===== src/rtl/lsu_mem_master.sv =====
// Load/store initiator between the RV32 execute stage and a word-organised data memory.
// Sub-word stores use read-modify-write; bad requests are answered with an error and never reach memory.
module lsu_mem_master #(
    parameter int unsigned ADDR_W = 8
) (
    input  logic              clk,
    input  logic              rst_n,
    input  logic              req_valid,
    output logic              req_ready,
    input  logic              req_we,
    input  logic [2:0]        req_funct3,
    input  logic [31:0]       req_addr,
    input  logic [31:0]       req_wdata,
    output logic              rsp_valid,
    output logic [31:0]       rsp_rdata,
    output logic              rsp_err,
    output logic              mem_write,
    output logic              mem_read,
    output logic [ADDR_W-1:0] mem_addr,
    output logic [31:0]       mem_wdata,
    input  logic [31:0]       mem_rdata
);

    localparam int unsigned BYTE_SPACE_W = ADDR_W + 2;

    localparam logic [2:0] F3_B  = 3'b000;
    localparam logic [2:0] F3_H  = 3'b001;
    localparam logic [2:0] F3_W  = 3'b010;
    localparam logic [2:0] F3_BU = 3'b100;
    localparam logic [2:0] F3_HU = 3'b101;

    typedef enum logic [2:0] {
        IDLE   = 3'd0,
        LOAD   = 3'd1,
        RMW_RD = 3'd2,
        WRITE  = 3'd3,
        RMW_WR = 3'd4,
        RESP   = 3'd5
    } state_e;

    state_e            state_q, state_d;
    logic [2:0]        funct3_q, funct3_d;
    logic [1:0]        off_q, off_d;
    logic [31:0]       wdata_q, wdata_d;
    logic [ADDR_W-1:0] mem_addr_q, mem_addr_d;
    logic [31:0]       mem_wdata_q, mem_wdata_d;
    logic [31:0]       rsp_rdata_q, rsp_rdata_d;
    logic              rsp_err_q, rsp_err_d;

    logic              req_err_c;
    logic [7:0]        byte_c;
    logic [15:0]       half_c;
    logic [31:0]       load_ext_c;
    logic [31:0]       merge_c;

    // Request legality: funct3, natural alignment and address range
    always_comb begin
        req_err_c = 1'b0;
        if (req_we) begin
            if (!(req_funct3 inside {F3_B, F3_H, F3_W})) req_err_c = 1'b1;
        end else begin
            if (!(req_funct3 inside {F3_B, F3_H, F3_W, F3_BU, F3_HU})) req_err_c = 1'b1;
        end
        if (req_funct3[1:0] == 2'b01 && req_addr[0]) req_err_c = 1'b1;
        if (req_funct3[1:0] == 2'b10 && req_addr[1:0] != 2'b00) req_err_c = 1'b1;
        if ((req_addr >> BYTE_SPACE_W) != 32'd0) req_err_c = 1'b1;
    end

    // Load lane extraction and extension
    always_comb begin
        case (off_q)
            2'd0:    byte_c = mem_rdata[7:0];
            2'd1:    byte_c = mem_rdata[15:8];
            2'd2:    byte_c = mem_rdata[23:16];
            default: byte_c = mem_rdata[31:24];
        endcase
        half_c = off_q[1] ? mem_rdata[31:16] : mem_rdata[15:0];
        case (funct3_q)
            F3_B:    load_ext_c = {{24{byte_c[7]}}, byte_c};
            F3_H:    load_ext_c = {{16{half_c[15]}}, half_c};
            F3_BU:   load_ext_c = {24'd0, byte_c};
            F3_HU:   load_ext_c = {16'd0, half_c};
            default: load_ext_c = mem_rdata;
        endcase
    end

    // Sub-word store merge into the word just read
    always_comb begin
        merge_c = mem_rdata;
        if (funct3_q[1:0] == 2'b00) begin
            case (off_q)
                2'd0:    merge_c[7:0]   = wdata_q[7:0];
                2'd1:    merge_c[15:8]  = wdata_q[7:0];
                2'd2:    merge_c[23:16] = wdata_q[7:0];
                default: merge_c[31:24] = wdata_q[7:0];
            endcase
        end else if (off_q[1]) begin
            merge_c[31:16] = wdata_q[15:0];
        end else begin
            merge_c[15:0] = wdata_q[15:0];
        end
    end

    // Next-state and datapath register updates
    always_comb begin
        state_d     = state_q;
        funct3_d    = funct3_q;
        off_d       = off_q;
        wdata_d     = wdata_q;
        mem_addr_d  = mem_addr_q;
        mem_wdata_d = mem_wdata_q;
        rsp_rdata_d = rsp_rdata_q;
        rsp_err_d   = rsp_err_q;
        case (state_q)
            IDLE: begin
                if (req_valid) begin
                    funct3_d   = req_funct3;
                    off_d      = req_addr[1:0];
                    wdata_d    = req_wdata;
                    mem_addr_d = req_addr[ADDR_W+1:2];
                    if (req_err_c) begin
                        state_d     = RESP;
                        rsp_err_d   = 1'b1;
                        rsp_rdata_d = 32'd0;
                    end else if (!req_we) begin
                        state_d = LOAD;
                    end else if (req_funct3 == F3_W) begin
                        state_d     = WRITE;
                        mem_wdata_d = req_wdata;
                    end else begin
                        state_d = RMW_RD;
                    end
                end
            end
            LOAD: begin
                state_d     = RESP;
                rsp_rdata_d = load_ext_c;
                rsp_err_d   = 1'b0;
            end
            RMW_RD: begin
                state_d     = RMW_WR;
                mem_wdata_d = merge_c;
            end
            WRITE, RMW_WR: begin
                state_d     = RESP;
                rsp_rdata_d = 32'd0;
                rsp_err_d   = 1'b0;
            end
            RESP:    state_d = IDLE;
            default: state_d = IDLE;
        endcase
    end

    always_ff @(posedge clk) begin
        if (!rst_n) begin
            state_q     <= IDLE;
            funct3_q    <= 3'd0;
            off_q       <= 2'd0;
            wdata_q     <= 32'd0;
            mem_addr_q  <= '0;
            mem_wdata_q <= 32'd0;
            rsp_rdata_q <= 32'd0;
            rsp_err_q   <= 1'b0;
        end else begin
            state_q     <= state_d;
            funct3_q    <= funct3_d;
            off_q       <= off_d;
            wdata_q     <= wdata_d;
            mem_addr_q  <= mem_addr_d;
            mem_wdata_q <= mem_wdata_d;
            rsp_rdata_q <= rsp_rdata_d;
            rsp_err_q   <= rsp_err_d;
        end
    end

    // Strobes decode registered state; rst_n gating kills a write in the reset cycle
    assign req_ready = (state_q == IDLE);
    assign rsp_valid = (state_q == RESP);
    assign mem_read  = rst_n && (state_q == LOAD  || state_q == RMW_RD);
    assign mem_write = rst_n && (state_q == WRITE || state_q == RMW_WR);
    assign mem_addr  = mem_addr_q;
    assign mem_wdata = mem_wdata_q;
    assign rsp_rdata = rsp_rdata_q;
    assign rsp_err   = rsp_err_q;

endmodule

===== config.mk =====
export PLATFORM = sky130hd
export DESIGN_NAME = lsu_mem_master
export DESIGN_NICKNAME = d
export VERILOG_FILES = /design/src/rtl/lsu_mem_master.sv
export SDC_FILE = /design/constraint.sdc
export NUM_CORES = 1
export LEC_CHECK = 0
export BUFFER_PORTS_ARGS = -buffer_cell sky130_fd_sc_hd__buf_2
export CORE_UTILIZATION = 45
export DETAILED_ROUTE_END_ITERATION = 6
export GPL_TIMING_DRIVEN = 1
export PLACE_DENSITY = 0.87
export REMOVE_ABC_BUFFERS = 1
export SLEW_MARGIN = 20
export SYNTH_ARGS = -nofsm -noshare
export SYNTH_HDL_FRONTEND = slang
export SYNTH_SLANG_ARGS = --single-unit

===== constraint.sdc =====
create_clock -name clk -period 1.8 [get_ports clk]
set_clock_uncertainty 0.15 [all_clocks]
set_input_delay 0.18 -clock clk [delete_from_list [all_inputs] [get_ports clk]]
set_output_delay 0.18 -clock clk [all_outputs]
set_load 0.02 [all_outputs]

# After elaboration in Yosys (flattened, before gate mapping)
# Cells that the tools add are included.
[totals]
out_inout_bits = 77
wordCells = 86
reg_bits = 97
[op_classes]
reduce_logical = 25
n_mux = 32
n_eq_ne = 21
[ops]
columns = ["operator", "n"]
rows = [
  ["32-bit 2-to-1 mux", 7],
  ["32-bit one-hot mux with 4 select lines", 1],
  ["32-bit one-hot mux with 3 select lines", 1],
  ["32-bit one-hot mux with 2 select lines", 1],
  ["16-bit 2-to-1 mux", 3],
  ["8-bit 2-to-1 mux", 4],
  ["32-bit nonzero test", 1],
  ["8-bit one-hot mux with 3 select lines", 1],
  ["3-bit == test (second input constant)", 6],
  ["3-bit by 1-bit == test with 1-bit output (second input constant)", 3],
  ["3-bit by 2-bit == test with 1-bit output (second input constant)", 3],
  ["3-bit zero test", 3],
  ["1-bit 2-to-1 mux", 9],
  ["3-bit one-hot mux with 3 select lines", 1],
  ["3-bit 2-to-1 mux", 2],
  ["2-bit by 1-bit inequality test with 1-bit output (second input constant)", 3],
  ["3-bit AND reduction", 2],
  ["2-bit nonzero test", 3],
  ["3-bit nonzero test", 2],
  ["3-bit OR reduction", 2],
  ["5-bit AND reduction", 1],
  ["5-bit nonzero test", 1],
  ["2-bit by 1-bit == test with 1-bit output (second input constant)", 2],
  ["2-bit == test (second input constant)", 2],
  ["other kinds (8)", 14],
]

# Depth between registers and ports, before layout
# Gate-level depths: netlist of the first run.
[depth]
depth_word = 10
ltp_mapped = 8

# Worst setup path after synthesis of the first run
# No wires, ideal clock.
[synth_timing]
path_kind = "register to register"
start = "register state_q[0]"
end = "register rsp_rdata_q[7] (netlist: rsp_rdata[7])"
t_required_ns = 1.590
setup_slack_ns = -0.156
t_arrival_ns = 1.746
stages_incl_launch_ff = 8
synth_period_minus_slack_ns = 1.956
setup_ns = 0.060
cell_sequence = "dfxtp_1 > clkbuf_2 > nor3_2 > o2111a_1 > a31oi_1 > nor2b_1 > buf_2 > a22o_1"
[synth_rtl]
columns = ["element", "line_no", "text"]
rows = [
  ["from (decl)", "41", "state_e state_q, state_d;"],
  ["from (signal assigned)", "165", "state_q <= state_d;"],
  ["3-bit zero test *", "--", ""],
  ["named net req_ready", "9", "output logic req_ready,"],
  ["2-bit by 1-bit inequality test with 1-bit output (no line) (tied with other cells)", "--", ""],
  ["3-bit AND reduction (no line)", "--", ""],
  ["to (signal assigned)", "171", "rsp_rdata_q <= rsp_rdata_d;"],
  ["to (decl)", "47", "logic [31:0] rsp_rdata_q, rsp_rdata_d;"],
]
# The timed path passes the listed nets; every way through them passes the cells marked *.
# A chain may end at the register's enable or synchronous reset.

# Worst setup path in the final report of the first run
[layout_timing]
start = "register off_q[0]"
end = "register rsp_rdata_q[9] (netlist: rsp_rdata[9])"
[layout_via]
elab_chain_len = 4
[layout_lines]
columns = ["element", "line_no", "text"]
rows = [
  ["from (decl)", "43", "logic [1:0] off_q, off_d;"],
  ["from (signal assigned)", "158", "off_q <= 2'd0;"],
  ["from (signal assigned)", "167", "off_q <= off_d;"],
  ["2-bit == test (tied with other cells)", "71", "case (off_q)"],
  ["8-bit one-hot mux with 3 select lines *", "71", ""],
  ["32-bit one-hot mux with 4 select lines *", "78", "case (funct3_q)"],
  ["32-bit one-hot mux with 3 select lines *", "114", "case (state_q)"],
]
# Mark *: on every way between the ends. The rest lies on a longest branch, timed or not.

==> impl_metrics.xml, run 1 <==
<?xml version="1.0" encoding="UTF-8"?>
<metrics>
  <group name="synthesis">
    <metric name="async_flop_share" unit="">0</metric>
    <metric name="synth-seq-cells" unit="">97</metric>
    <metric name="synthesis.yosys.warnings" unit="">0</metric>
    <metric name="synth_cell_types" unit="">58</metric>
    <metric name="syn_area_per_cell" unit="µm²">8.037</metric>
    <metric name="synth_seq_area_share" unit="">0.3829</metric>
    <metric name="synth_cells" unit="">631</metric>
    <metric name="synth_top_cell_area_share" unit="">0.3829</metric>
    <metric name="synth_top_area_cell" unit="">sky130_fd_sc_hd__dfxtp_1</metric>
    <metric name="synth-edff-count" unit="">0</metric>
    <metric name="synth_area_leaders" unit="">sky130_fd_sc_hd__dfxtp_1, sky130_fd_sc_hd__nand2_1, sky130_fd_sc_hd__mux2i_1</metric>
    <metric name="synth_ff_type" unit="">sky130_fd_sc_hd__dfxtp_1</metric>
    <metric name="synth_area" unit="µm²">5071</metric>
  </group>
  <group name="status">
    <metric name="outcome" unit="">complete, but fails checks</metric>
    <metric name="violations" unit="">setup timing</metric>
  </group>
  <group name="clock_tree">
    <metric name="ctsRootBufferMaster" unit="">sky130_fd_sc_hd__clkbuf_8</metric>
    <metric name="tritoncts" unit="">built</metric>
    <metric name="clock_latency" unit="ns">0.39</metric>
    <metric name="ctsHtreeMaxLevel" unit="">3</metric>
    <metric name="cts.path.max_buffers" unit="">2</metric>
    <metric name="cts.sink_count" unit="">97</metric>
    <metric name="cts_buffers" unit="">9</metric>
    <metric name="worst_setup_hold_path_clk_slew" unit="ns">0.11</metric>
  </group>
  <group name="critical_path">
    <metric name="ff2ff_setup_slack" unit="ns">-0.05</metric>
    <metric name="critical_path.startpoint_type" unit="">flip-flop</metric>
    <metric name="critical_path_peak_fanout" unit="">3</metric>
    <metric name="worstPathRequired" unit="ns">1.93</metric>
    <metric name="criticalPathCategory" unit="">reg -&gt; reg</metric>
    <metric name="critPathArrivalTime" unit="ns">1.98</metric>
    <metric name="cp-end-kind" unit="">flip-flop</metric>
  </group>
  <group name="global_routing">
    <metric name="pin_count_of_the_biggest_net_entering_global_routing" unit="">69</metric>
    <metric name="gr-total-overflow" unit="">0</metric>
    <metric name="via_count_of_the_first_global_routing_pass" unit="">5538</metric>
    <metric name="grt_antenna_before_repair" unit="">0</metric>
    <metric name="use_met1" unit="">0.3480</metric>
    <metric name="grt_util_met2" unit="">0.5382</metric>
    <metric name="grt_first_pass_wirelength" unit="µm">27230</metric>
    <metric name="grt_busiest_layer" unit="">met2</metric>
    <metric name="grt.total_usage" unit="">0.3044</metric>
    <metric name="grt_util_met3" unit="">0.08800</metric>
  </group>
  <group name="timing">
    <metric name="max_clock_freq" unit="MHz">541.1</metric>
    <metric name="max_slew_margin" unit="">0.7024</metric>
    <metric name="finalCriticalPeriod" unit="ns">1.848</metric>
    <metric name="worst_slack" unit="ns">-0.04825</metric>
    <metric name="final_max_slew_viol_count" unit="">0</metric>
    <metric name="post-route-period-util" unit="">1.027</metric>
    <metric name="timing_hold_violations_final" unit="">0</metric>
    <metric name="worst_slew_pin_tran" unit="ns">0.4407</metric>
    <metric name="final-setup-viol-count" unit="">5</metric>
    <metric name="grt_setup_unrepaired" unit="">yes</metric>
  </group>
  <group name="flow_run">
    <metric name="max_cap_viols" unit="">0</metric>
  </group>
  <group name="route">
    <metric name="post_drt_via_cell_ratio" unit="">5.825</metric>
    <metric name="detail_route.wirelength" unit="µm">19860</metric>
    <metric name="remaining_drc_errors" unit="">0</metric>
    <metric name="detailedRoute.firstIterationViolations" unit="">704</metric>
    <metric name="drt_pass1_iterations" unit="">5</metric>
    <metric name="drtAntennaViolNets" unit="">0</metric>
    <metric name="avgRoutedWirePerCell" unit="µm">18.66</metric>
    <metric name="vias" unit="">6198</metric>
  </group>
  <group name="finish">
    <metric name="register_area" unit="µm²">1963</metric>
    <metric name="num-nets-final" unit="">1021</metric>
    <metric name="post_route_cells_drive_above_1_share" unit="">0.3824</metric>
    <metric name="synthToLayoutAreaGrowth" unit="%">53.61</metric>
    <metric name="multi_input_area" unit="µm²">3054</metric>
    <metric name="fillCellCount" unit="">758</metric>
    <metric name="post_layout_nonfiller_instances" unit="">1064</metric>
  </group>
  <group name="floorplanning">
    <metric name="rows" unit="">38</metric>
    <metric name="initial_core_util" unit="">0.4658</metric>
    <metric name="design.die.area" unit="µm²">11700</metric>
    <metric name="core_region_area" unit="µm²">10890</metric>
    <metric name="chipHeight" unit="µm">108.2</metric>
    <metric name="ioPinCount" unit="">180</metric>
    <metric name="die_width" unit="µm">108.2</metric>
  </group>
  <group name="pwr">
    <metric name="power_leakage" unit="µW">0.003534</metric>
    <metric name="power_density" unit="nW/µm²">680.5</metric>
    <metric name="vdd_ir_drop_max" unit="mV">0.5430</metric>
  </group>
  <group name="placement">
    <metric name="place.gp.congestion" unit="">0.9304</metric>
    <metric name="place.detailed.instances" unit="">971</metric>
    <metric name="io_buffer_count" unit="">179</metric>
    <metric name="post-dp-hpwl" unit="µm">12660</metric>
    <metric name="place_ws" unit="ns">-0.3225</metric>
  </group>
  <group name="hold_path">
    <metric name="timing.hold.worst.class" unit="">in -&gt; reg</metric>
  </group>
</metrics>
[cell usage after synthesis (2+ instances only)]
master,count
sky130_fd_sc_hd__o221ai_1,13
sky130_fd_sc_hd__buf_1,2
sky130_fd_sc_hd__o21ai_0,50
sky130_fd_sc_hd__nand2_1,161
sky130_fd_sc_hd__o211ai_1,19
sky130_fd_sc_hd__a31o_1,4
sky130_fd_sc_hd__a21o_1,3
sky130_fd_sc_hd__o2111a_1,2
sky130_fd_sc_hd__nor2b_1,7
sky130_fd_sc_hd__clkbuf_1,30
sky130_fd_sc_hd__o21a_1,5
sky130_fd_sc_hd__a221o_1,6
sky130_fd_sc_hd__o31a_1,3
sky130_fd_sc_hd__mux4_2,2
sky130_fd_sc_hd__a221oi_1,3
sky130_fd_sc_hd__a21oi_1,24
sky130_fd_sc_hd__a31oi_1,14
sky130_fd_sc_hd__inv_1,13
sky130_fd_sc_hd__nor2_1,15
sky130_fd_sc_hd__o311ai_0,2
sky130_fd_sc_hd__a22o_1,6
sky130_fd_sc_hd__buf_4,2
sky130_fd_sc_hd__mux2_2,7
sky130_fd_sc_hd__mux2i_1,25
sky130_fd_sc_hd__a32oi_1,3
sky130_fd_sc_hd__and2_1,13
sky130_fd_sc_hd__o2bb2ai_1,3
sky130_fd_sc_hd__o22ai_1,5
sky130_fd_sc_hd__buf_2,17
sky130_fd_sc_hd__dfxtp_1,97
sky130_fd_sc_hd__nand2b_1,7
sky130_fd_sc_hd__a31o_2,4
sky130_fd_sc_hd__a21boi_0,30
sky130_fd_sc_hd__nor4_1,5
sky130_fd_sc_hd__mux2_1,3
sky130_fd_sc_hd__or2_2,3
sky130_fd_sc_hd__nor3b_2,2
[report_power, final]
| group | switching, µW | internal (µW) |
|---|---|---|
| registers | 80.3 | 2240 |
| clock network | 850 | 800 |
| logic | 717 | 612 |
[registers in the layout, summed over array words and instances, names as in the netlist]
name       count
rsp_rdata     32
state_q        3
wdata_q       16
funct3_q       3
mem_addr       8
mem_wdata     32
rsp_err        1
off_q          2
[logic make-up (layout without fill, tap and decap cells)]
logic type             after synthesis  count (layout)  synth area share
AO/OA/AOI/OAI                      206             206            0.2842
XOR/XNOR                             1               1          0.001727
other                                0               1                 0
buffers and inverters               66             358           0.05625
AND/OR/NAND/NOR                    224             224            0.1944
multiplexers                        37              37           0.08043
flip-flops                          97              97            0.3829
[cell usage in the layout, fill, tap and decap left out, types with 7 or more instances in the layout]
cell and count:
sky130_fd_sc_hd__mux2i_1 25, sky130_fd_sc_hd__o21ai_0 40, sky130_fd_sc_hd__a31oi_1 10, sky130_fd_sc_hd__mux2_2 7, sky130_fd_sc_hd__a21oi_1 21, sky130_fd_sc_hd__o21ai_1 7
sky130_fd_sc_hd__buf_4 80, sky130_fd_sc_hd__dfxtp_1 90, sky130_fd_sc_hd__buf_2 177, sky130_fd_sc_hd__buf_12 7, sky130_fd_sc_hd__clkbuf_8 9, sky130_fd_sc_hd__a21boi_0 26
sky130_fd_sc_hd__nand2_1 158, sky130_fd_sc_hd__inv_1 12, sky130_fd_sc_hd__and2_1 10, sky130_fd_sc_hd__nor2_1 12, sky130_fd_sc_hd__o221ai_1 7, sky130_fd_sc_hd__buf_6 7
sky130_fd_sc_hd__o211ai_1 19, sky130_fd_sc_hd__dlygate4sd3_1 56
[cell type report]
type,instances,share of cell area
multi-input cells,468,0.3921
repair buffers,329,0.2973
flip-flops and latches,97,0.2520
well taps,140,0.02249
clock buffers,9,0.01590
clock inverters,7,0.01317
inverters,13,0.006746
diodes,1,0.0003212
[path summary, 6_finish.rpt]
kind                               from  cells past startpoint                          to
max               off_q[0]$_SDFFE_PN0P_                      5   rsp_rdata[9]$_SDFFE_PN0P_
min                       req_funct3[1]                      4    funct3_q[1]$_SDFFE_PN0P_
max reg2reg       off_q[0]$_SDFFE_PN0P_                      5   rsp_rdata[9]$_SDFFE_PN0P_
min reg2reg  rsp_rdata[11]$_SDFFE_PN0P_                      1  rsp_rdata[11]$_SDFFE_PN0P_
[what timing repair did]
action	in CTS	in global routing
pin swaps	1	10
endpoints found under the setup margin	59	72
hold buffers	55	1
buffers inserted	5	13
cloned	0	2
resized for setup	30	53
hold endpoints to repair	61	1
[worst max-delay path, cell delays in order, from the launching register on]
cell                      delay, ns
sky130_fd_sc_hd__dfxtp_2       0.38
sky130_fd_sc_hd__mux4_2        0.56
sky130_fd_sc_hd__buf_6         0.16
sky130_fd_sc_hd__nor2b_4       0.13
sky130_fd_sc_hd__a32oi_1       0.25
sky130_fd_sc_hd__o21ai_1       0.11
[routing by layer]
metal / part of all wire / vias to the layer above
met4: 0.047 / 0
met1: 0.37 / 2867
met5: 0 / -
met3: 0.098 / 98
li1: - / 2828
met2: 0.49 / 405
[through the flow]
| step | setup TNS, ns | utilization | cell area (µm²) | total power (µW) | hold WS (ns) |
|---|---|---|---|---|---|
| final | -0.09978 | 0.7155 | 7790 | 5301 | 0.02476 |
| after global routing | -1.573 | 0.7152 | 7787 | 5511 | 0.02758 |
| after CTS | -0.02993 | 0.6842 | 7450 | 5137 | 0.01277 |
| after detailed placement | -13.58 | 0.5997 | 6530 | 3398 | 0.2769 |
| after global placement | -11.72 | 0.5997 | 6530 | 3376 | 0.2740 |
| after floorplan | -65.46 | - | 4835 | 2832 | 0.1493 |
Power figures use the tool's default switching activity.
==> inputs of run 2 (changes only) <==
--- a/config.mk
+++ b/config.mk
@@ -10,6 +10,7 @@
 export DETAILED_ROUTE_END_ITERATION = 6
 export GPL_TIMING_DRIVEN = 1
 export PLACE_DENSITY = 0.87
+export RECOVER_POWER = 100
 export REMOVE_ABC_BUFFERS = 1
 export SLEW_MARGIN = 20
 export SYNTH_ARGS = -nofsm -noshare
==> impl_metrics.xml, run 2 (synthesis results as in run 1) <==
<?xml version="1.0" encoding="UTF-8"?>
<metrics>
  <group name="status">
    <metric name="outcome" unit="">complete, but fails checks</metric>
    <metric name="violations" unit="">setup timing</metric>
  </group>
  <group name="placement">
    <metric name="place.gp.congestion" unit="">0.9304</metric>
    <metric name="post-dp-hpwl" unit="µm">12660</metric>
    <metric name="detailed_place.area" unit="µm²">6530</metric>
    <metric name="io_buffer_count" unit="">179</metric>
  </group>
  <group name="timing">
    <metric name="worst_slack" unit="ns">-0.03233</metric>
    <metric name="worst_slew_pin_tran" unit="ns">0.4358</metric>
    <metric name="max_slew_margin" unit="">0.7057</metric>
    <metric name="final_max_slew_viol_count" unit="">0</metric>
    <metric name="timing_hold_violations_final" unit="">0</metric>
    <metric name="grt_setup_unrepaired" unit="">yes</metric>
    <metric name="post-route-period-util" unit="">1.018</metric>
    <metric name="final-setup-viol-count" unit="">6</metric>
    <metric name="finalCriticalPeriod" unit="ns">1.832</metric>
    <metric name="max_clock_freq" unit="MHz">545.8</metric>
  </group>
  <group name="critical_path">
    <metric name="ff2ff_path_depth" unit="">5</metric>
    <metric name="r2r_start" unit="">off_q[0]$_SDFFE_PN0P_</metric>
    <metric name="critical_path.startpoint_type" unit="">flip-flop</metric>
    <metric name="worst_reg2reg_path_endpoint" unit="">rsp_rdata[9]$_SDFFE_PN0P_</metric>
    <metric name="critPathArrivalTime" unit="ns">1.97</metric>
    <metric name="ff2ff_setup_slack" unit="ns">-0.03</metric>
    <metric name="cp-startpoint" unit="">off_q[0]$_SDFFE_PN0P_</metric>
    <metric name="critical_path_peak_fanout" unit="">3</metric>
    <metric name="cp-endpoint" unit="">rsp_rdata[9]$_SDFFE_PN0P_</metric>
    <metric name="criticalPathCategory" unit="">reg -&gt; reg</metric>
    <metric name="worstPathRequired" unit="ns">1.93</metric>
    <metric name="cp-end-kind" unit="">flip-flop</metric>
  </group>
  <group name="floorplanning">
    <metric name="ioPinCount" unit="">180</metric>
    <metric name="chipHeight" unit="µm">108.2</metric>
    <metric name="design.die.area" unit="µm²">11700</metric>
    <metric name="initial_core_util" unit="">0.4658</metric>
    <metric name="core_region_area" unit="µm²">10890</metric>
    <metric name="die_width" unit="µm">108.2</metric>
    <metric name="rows" unit="">38</metric>
  </group>
  <group name="finish">
    <metric name="synthToLayoutAreaGrowth" unit="%">51.12</metric>
    <metric name="fillCellCount" unit="">815</metric>
    <metric name="stdcell_area" unit="µm²">7664</metric>
    <metric name="most-common-layout-cells" unit="">sky130_fd_sc_hd__nand2_1, sky130_fd_sc_hd__buf_2, sky130_fd_sc_hd__dfxtp_1</metric>
    <metric name="n_antenna_cell" unit="">0</metric>
    <metric name="layout_commonest_cell" unit="">sky130_fd_sc_hd__nand2_1</metric>
    <metric name="num-nets-final" unit="">1021</metric>
    <metric name="post_route_cells_drive_above_1_share" unit="">0.3012</metric>
  </group>
  <group name="route">
    <metric name="drt_pass1_iterations" unit="">5</metric>
    <metric name="met2_wirelength" unit="µm">9657</metric>
    <metric name="remaining_drc_errors" unit="">0</metric>
    <metric name="avgRoutedWirePerCell" unit="µm">18.82</metric>
    <metric name="drtAntennaViolNets" unit="">0</metric>
    <metric name="highest-signal-layer" unit="">met4</metric>
    <metric name="post_drt_via_cell_ratio" unit="">5.878</metric>
    <metric name="detailedRoute.firstIterationViolations" unit="">777</metric>
    <metric name="vias" unit="">6248</metric>
    <metric name="detail_route.wirelength" unit="µm">20010</metric>
    <metric name="routedLengthMet1" unit="µm">7330</metric>
    <metric name="met3WireLength" unit="µm">2036</metric>
  </group>
  <group name="clock_tree">
    <metric name="clock_latency" unit="ns">0.39</metric>
    <metric name="cts.path.max_buffers" unit="">2</metric>
    <metric name="worst_setup_hold_path_clk_slew" unit="ns">0.11</metric>
    <metric name="cts.sink_count" unit="">97</metric>
    <metric name="ctsRootBufferMaster" unit="">sky130_fd_sc_hd__clkbuf_8</metric>
    <metric name="ctsHtreeMaxLevel" unit="">3</metric>
    <metric name="tritoncts" unit="">built</metric>
    <metric name="cts_buffers" unit="">9</metric>
  </group>
  <group name="pwr">
    <metric name="power_leakage" unit="µW">0.003211</metric>
    <metric name="power_density" unit="nW/µm²">689.4</metric>
    <metric name="totalPowerFinal" unit="µW">5284</metric>
    <metric name="vdd_ir_drop_max" unit="mV">0.5416</metric>
  </group>
  <group name="global_routing">
    <metric name="grt_antenna_before_repair" unit="">0</metric>
    <metric name="via_count_of_the_first_global_routing_pass" unit="">5538</metric>
    <metric name="gr-total-overflow" unit="">0</metric>
    <metric name="grt.total_usage" unit="">0.3044</metric>
    <metric name="pin_count_of_the_biggest_net_entering_global_routing" unit="">69</metric>
    <metric name="grt_first_pass_wirelength" unit="µm">27230</metric>
  </group>
  <group name="flow_run">
    <metric name="max_cap_viols" unit="">0</metric>
  </group>
  <group name="hold_path">
    <metric name="timing.hold.worst.class" unit="">in -&gt; reg</metric>
  </group>
</metrics>
## run 2: changes by cell type in the layout (fill, tap and decap cells not counted), sizes merged
cell | before | now
diode | 1 | 0
clkbuf | 11 | 87
buf | 271 | 195
## run 2: through the flow
| stage | utilization | hold WS [ns] | worst slack [ns] | setup TNS [ns] | std cells |
|---|---|---|---|---|---|
| after global routing | 0.7039 | 0.02758 | -0.1091 | -2.153 | 1063 |
| after floorplan | - | 0.1493 | -1.545 | -65.46 | 578 |
| after global placement | 0.5997 | 0.2740 | -0.2586 | -11.72 | 971 |
| after detailed placement | 0.5997 | 0.2769 | -0.3225 | -13.58 | 971 |
| final | 0.7039 | 0.02727 | -0.03233 | -0.09375 | 1063 |
| after CTS | 0.6842 | 0.01277 | -0.01506 | -0.02993 | 1047 |
## run 2: layout make-up
cell class,instances,area [µm²],share of cell area
multi-input cells,468,3049,0.3979
repair buffers,329,2200,0.2870
flip-flops and latches,97,1961,0.2558
well taps,140,175.2,0.02286
clock buffers,9,123.9,0.01616
clock inverters,7,102.6,0.01339
inverters,13,52.55,0.006857
## run 2: where the power goes
group | total (µW) | internal [µW] | switching (µW)
combinational | 1310 | 589 | 718
sequential | 2330 | 2240 | 82.4
clock | 1650 | 800 | 851
## run 2: layer usage
metal	up-vias	global-route usage
met5	-	0
met4	0	0.1047
met3	99	0.08800
met2	454	0.5382
met1	2869	0.3480
li1	2826	-
## run 2: critical path, stage by stage, from the launching register on
cell and delay (ns):
sky130_fd_sc_hd__dfxtp_2 0.38, sky130_fd_sc_hd__mux4_2 0.56, sky130_fd_sc_hd__buf_6 0.16, sky130_fd_sc_hd__nor2b_4 0.13, sky130_fd_sc_hd__a32oi_1 0.24, sky130_fd_sc_hd__o21ai_1 0.11
## run 2: worst min path at each step
stage / from / endpoint / slack, ns / depth (start not counted)
6_report: req_funct3[1] / funct3_q[1]$_SDFFE_PN0P_ / 0.03 / 4
5_1_grt: req_addr[1] / off_q[1]$_SDFFE_PN0P_ / 0.03 / 4
4_1_cts: mem_rdata[5] / rsp_rdata[5]$_SDFFE_PN0P_ / 0.01 / 3
3_5_place_dp: mem_rdata[28] / rsp_rdata[28]$_SDFFE_PN0P_ / 0.28 / 3
3_3_place_gp: mem_rdata[28] / rsp_rdata[28]$_SDFFE_PN0P_ / 0.27 / 3
2_1_floorplan: req_we / state_q[0]$_SDFFE_PN0P_ / 0.15 / 1
## run 2: repair_timing
| action | 4_1_cts | 5_1_grt |
|---|---|---|
| resized for setup | 30 | 53 |
| buffers inserted | 5 | 13 |
| pin swaps | 1 | 10 |
| endpoints found under the setup margin | 59 | 72 |
| endpoints found under the hold margin | 61 | 1 |
| hold buffers | 55 | 1 |
| gates cloned | 0 | 2 |
==> inputs of run 3 (changes only) <==
--- a/config.mk
+++ b/config.mk
@@ -6,6 +6,7 @@
 export NUM_CORES = 1
 export LEC_CHECK = 0
 export BUFFER_PORTS_ARGS = -buffer_cell sky130_fd_sc_hd__buf_2
+export CORE_MARGIN = 3
 export CORE_UTILIZATION = 45
 export DETAILED_ROUTE_END_ITERATION = 6
 export GPL_TIMING_DRIVEN = 1
==> impl_metrics.xml, run 3 (synthesis results as in run 1) <==
<?xml version="1.0" encoding="UTF-8"?>
<metrics>
  <group name="finish">
    <metric name="fillCellCount" unit="">882</metric>
    <metric name="most-common-layout-cells" unit="">sky130_fd_sc_hd__nand2_1, sky130_fd_sc_hd__buf_2, sky130_fd_sc_hd__dfxtp_1</metric>
    <metric name="num-nets-final" unit="">986</metric>
    <metric name="post_layout_nonfiller_instances" unit="">1028</metric>
    <metric name="stdcell_area" unit="µm²">7467</metric>
    <metric name="post_route_cells_drive_above_1_share" unit="">0.2860</metric>
    <metric name="layout_commonest_cell" unit="">sky130_fd_sc_hd__nand2_1</metric>
    <metric name="synthToLayoutAreaGrowth" unit="%">47.25</metric>
    <metric name="n_antenna_cell" unit="">0</metric>
    <metric name="layout.core_utilization" unit="">0.6828</metric>
  </group>
  <group name="route">
    <metric name="vias" unit="">5885</metric>
    <metric name="drtAntennaViolNets" unit="">0</metric>
    <metric name="remaining_drc_errors" unit="">0</metric>
    <metric name="met2_wirelength" unit="µm">8862</metric>
    <metric name="detailedRoute.firstIterationViolations" unit="">601</metric>
    <metric name="post_drt_via_cell_ratio" unit="">5.725</metric>
    <metric name="highest-signal-layer" unit="">met4</metric>
    <metric name="routedLengthMet1" unit="µm">7373</metric>
    <metric name="avgRoutedWirePerCell" unit="µm">18.20</metric>
    <metric name="met3WireLength" unit="µm">1880</metric>
    <metric name="drt_pass1_iterations" unit="">6</metric>
    <metric name="detail_route.wirelength" unit="µm">18710</metric>
  </group>
  <group name="critical_path">
    <metric name="critical_path_peak_fanout" unit="">3</metric>
    <metric name="critPathArrivalTime" unit="ns">1.91</metric>
    <metric name="criticalPathCategory" unit="">reg -&gt; reg</metric>
    <metric name="critical_path.startpoint_type" unit="">flip-flop</metric>
    <metric name="cp-end-kind" unit="">flip-flop</metric>
    <metric name="worstPathRequired" unit="ns">1.87</metric>
    <metric name="r2r_start" unit="">off_q[0]$_SDFFE_PN0P_</metric>
    <metric name="worst_reg2reg_path_endpoint" unit="">rsp_rdata[10]$_SDFFE_PN0P_</metric>
    <metric name="ff2ff_setup_slack" unit="ns">-0.03</metric>
    <metric name="ff2ff_path_depth" unit="">5</metric>
  </group>
  <group name="timing">
    <metric name="post-route-period-util" unit="">1.019</metric>
    <metric name="finalCriticalPeriod" unit="ns">1.835</metric>
    <metric name="final_max_slew_viol_count" unit="">0</metric>
    <metric name="timing_hold_violations_final" unit="">1</metric>
    <metric name="worst_slack" unit="ns">-0.03475</metric>
    <metric name="hold-worst-slack" unit="ns">-0.02888</metric>
    <metric name="max_slew_margin" unit="">0.6432</metric>
    <metric name="worst_slew_pin_tran" unit="ns">0.5296</metric>
    <metric name="final-setup-viol-count" unit="">3</metric>
    <metric name="grt_setup_unrepaired" unit="">yes</metric>
    <metric name="max_clock_freq" unit="MHz">545.0</metric>
  </group>
  <group name="status">
    <metric name="violations" unit="">hold timing, setup timing</metric>
    <metric name="outcome" unit="">complete, but fails checks</metric>
  </group>
  <group name="global_routing">
    <metric name="pin_count_of_the_biggest_net_entering_global_routing" unit="">88</metric>
    <metric name="via_count_of_the_first_global_routing_pass" unit="">5595</metric>
    <metric name="grt_first_pass_wirelength" unit="µm">28210</metric>
    <metric name="grt.total_usage" unit="">0.2771</metric>
    <metric name="grt_antenna_before_repair" unit="">0</metric>
    <metric name="gr-total-overflow" unit="">0</metric>
  </group>
  <group name="placement">
    <metric name="place.detailed.instances" unit="">958</metric>
    <metric name="io_buffer_count" unit="">179</metric>
    <metric name="post-dp-hpwl" unit="µm">12920</metric>
    <metric name="detailed_place.area" unit="µm²">6420</metric>
    <metric name="place.gp.congestion" unit="">0.9725</metric>
  </group>
  <group name="clock_tree">
    <metric name="worst_setup_hold_path_clk_slew" unit="ns">0.07</metric>
    <metric name="clock_latency" unit="ns">0.35</metric>
    <metric name="ctsRootBufferMaster" unit="">sky130_fd_sc_hd__clkbuf_16</metric>
    <metric name="cts.path.max_buffers" unit="">2</metric>
    <metric name="ctsHtreeMaxLevel" unit="">3</metric>
    <metric name="cts_buffers" unit="">9</metric>
    <metric name="cts.sink_count" unit="">97</metric>
    <metric name="tritoncts" unit="">built</metric>
  </group>
  <group name="pwr">
    <metric name="power_density" unit="nW/µm²">741.4</metric>
    <metric name="vdd_ir_drop_max" unit="mV">0.4050</metric>
    <metric name="power.share.clock" unit="">0.359</metric>
    <metric name="power_frac_comb" unit="">0.221</metric>
    <metric name="power.net_switching" unit="µW">1640</metric>
    <metric name="internal_power" unit="µW">3897</metric>
    <metric name="power.switching_fraction" unit="">0.2962</metric>
    <metric name="power_leakage" unit="µW">0.003083</metric>
    <metric name="seqPwrFrac" unit="">0.420</metric>
  </group>
  <group name="floorplanning">
    <metric name="design.die.area" unit="µm²">12580</metric>
    <metric name="chipHeight" unit="µm">112.2</metric>
    <metric name="rows" unit="">38</metric>
    <metric name="ioPinCount" unit="">180</metric>
    <metric name="core_region_area" unit="µm²">10940</metric>
    <metric name="die_width" unit="µm">112.2</metric>
    <metric name="initial_core_util" unit="">0.4637</metric>
  </group>
  <group name="flow_run">
    <metric name="max_cap_viols" unit="">0</metric>
  </group>
  <group name="hold_path">
    <metric name="holdPathEnd" unit="">off_q[0]$_SDFFE_PN0P_</metric>
    <metric name="min_from" unit="">req_addr[0]</metric>
    <metric name="timing.hold.worst.class" unit="">in -&gt; reg</metric>
    <metric name="worstHoldPathCells" unit="">3</metric>
  </group>
</metrics>
-- run 3: changes by cell type in the layout (fill, tap and decap cells not counted), sizes merged --
| cell | previous run | this run |
|---|---|---|
| buf | 195 | 176 |
| dlygate4sd3 | 56 | 44 |
| clkbuf | 87 | 83 |
| bufbuf | 0 | 1 |
| bufinv | 2 | 1 |
| clkinv | 3 | 2 |
| clkinvlp | 1 | 2 |
-- run 3: worst max-delay path by stage --
| stage | from | to | cells after the start |
|---|---|---|---|
| after CTS | off_q[0]$_SDFFE_PN0P_ | mem_wdata[10]$_SDFFE_PN0P_ | 6 |
| after global routing | state_q[2]$_SDFFE_PN0P_ | rsp_rdata[5]$_SDFFE_PN0P_ | 7 |
| after detailed placement | req_addr[10] | mem_wdata[3]$_SDFFE_PN0P_ | 7 |
| after global placement | req_addr[10] | mem_wdata[7]$_SDFFE_PN0P_ | 7 |
| after floorplan | state_q[0]$_SDFFE_PN0P_ | mem_wdata[0]$_SDFFE_PN0P_ | 4 |
| final | off_q[0]$_SDFFE_PN0P_ | rsp_rdata[10]$_SDFFE_PN0P_ | 5 |
-- run 3: layer usage --
metal  GRT usage  vias to the layer above
met1      0.3487                     2701
met5           0                        -
met2      0.4621                      364
met3     0.07062                       62
met4     0.09696                        0
li1            -                     2758
-- run 3: through the flow --
stage / worst slack (ns) / setup TNS, ns / power [µW]
3_3_place_gp: -0.2288 / -9.561 / 3342
3_5_place_dp: -0.2607 / -10.93 / 3360
6_report: -0.03475 / -0.08462 / 5536
2_1_floorplan: -1.545 / -65.46 / 2832
5_1_grt: -0.07897 / -0.6368 / 5734
4_1_cts: 0.001368 / 0 / 5414
-- run 3: timing repair --
action,in CTS,in global routing
hold buffers,44,0
setup buffers,4,4
pin swaps,1,4
gates cloned,1,1
setup endpoints to repair,54,71
hold endpoints to repair,44,0
gates resized for setup,23,62
-- run 3: critical path: stages (launching register included) --
cell	delay (ns)
sky130_fd_sc_hd__dfxtp_4	0.37
sky130_fd_sc_hd__mux4_2	0.55
sky130_fd_sc_hd__buf_6	0.16
sky130_fd_sc_hd__nor2b_1	0.15
sky130_fd_sc_hd__a32oi_1	0.21
sky130_fd_sc_hd__o21ai_0	0.12
-- run 3: power groups by stage --
| stage | clock [µW] | combinational [µW] | sequential, µW |
|---|---|---|---|
| global route | 2090 | 1310 | 2330 |
| finish | 1990 | 1220 | 2320 |
| detailed placement | 0 | 997 | 2360 |
| floorplan | 0 | 381 | 2450 |
| global placement | 0 | 982 | 2360 |
| CTS | 1980 | 1120 | 2320 |
-- run 3: cell type report --
type / instances / area, µm² / share of cell area
multi-input combinational: 468 / 3043 / 0.4075
sequential: 97 / 1956 / 0.2619
timing repair buffer: 294 / 1937 / 0.2594
clock buffer: 10 / 239.0 / 0.03200
tap: 140 / 175.2 / 0.02346
clock inverter: 6 / 65.06 / 0.008713
inverter: 13 / 52.55 / 0.007038
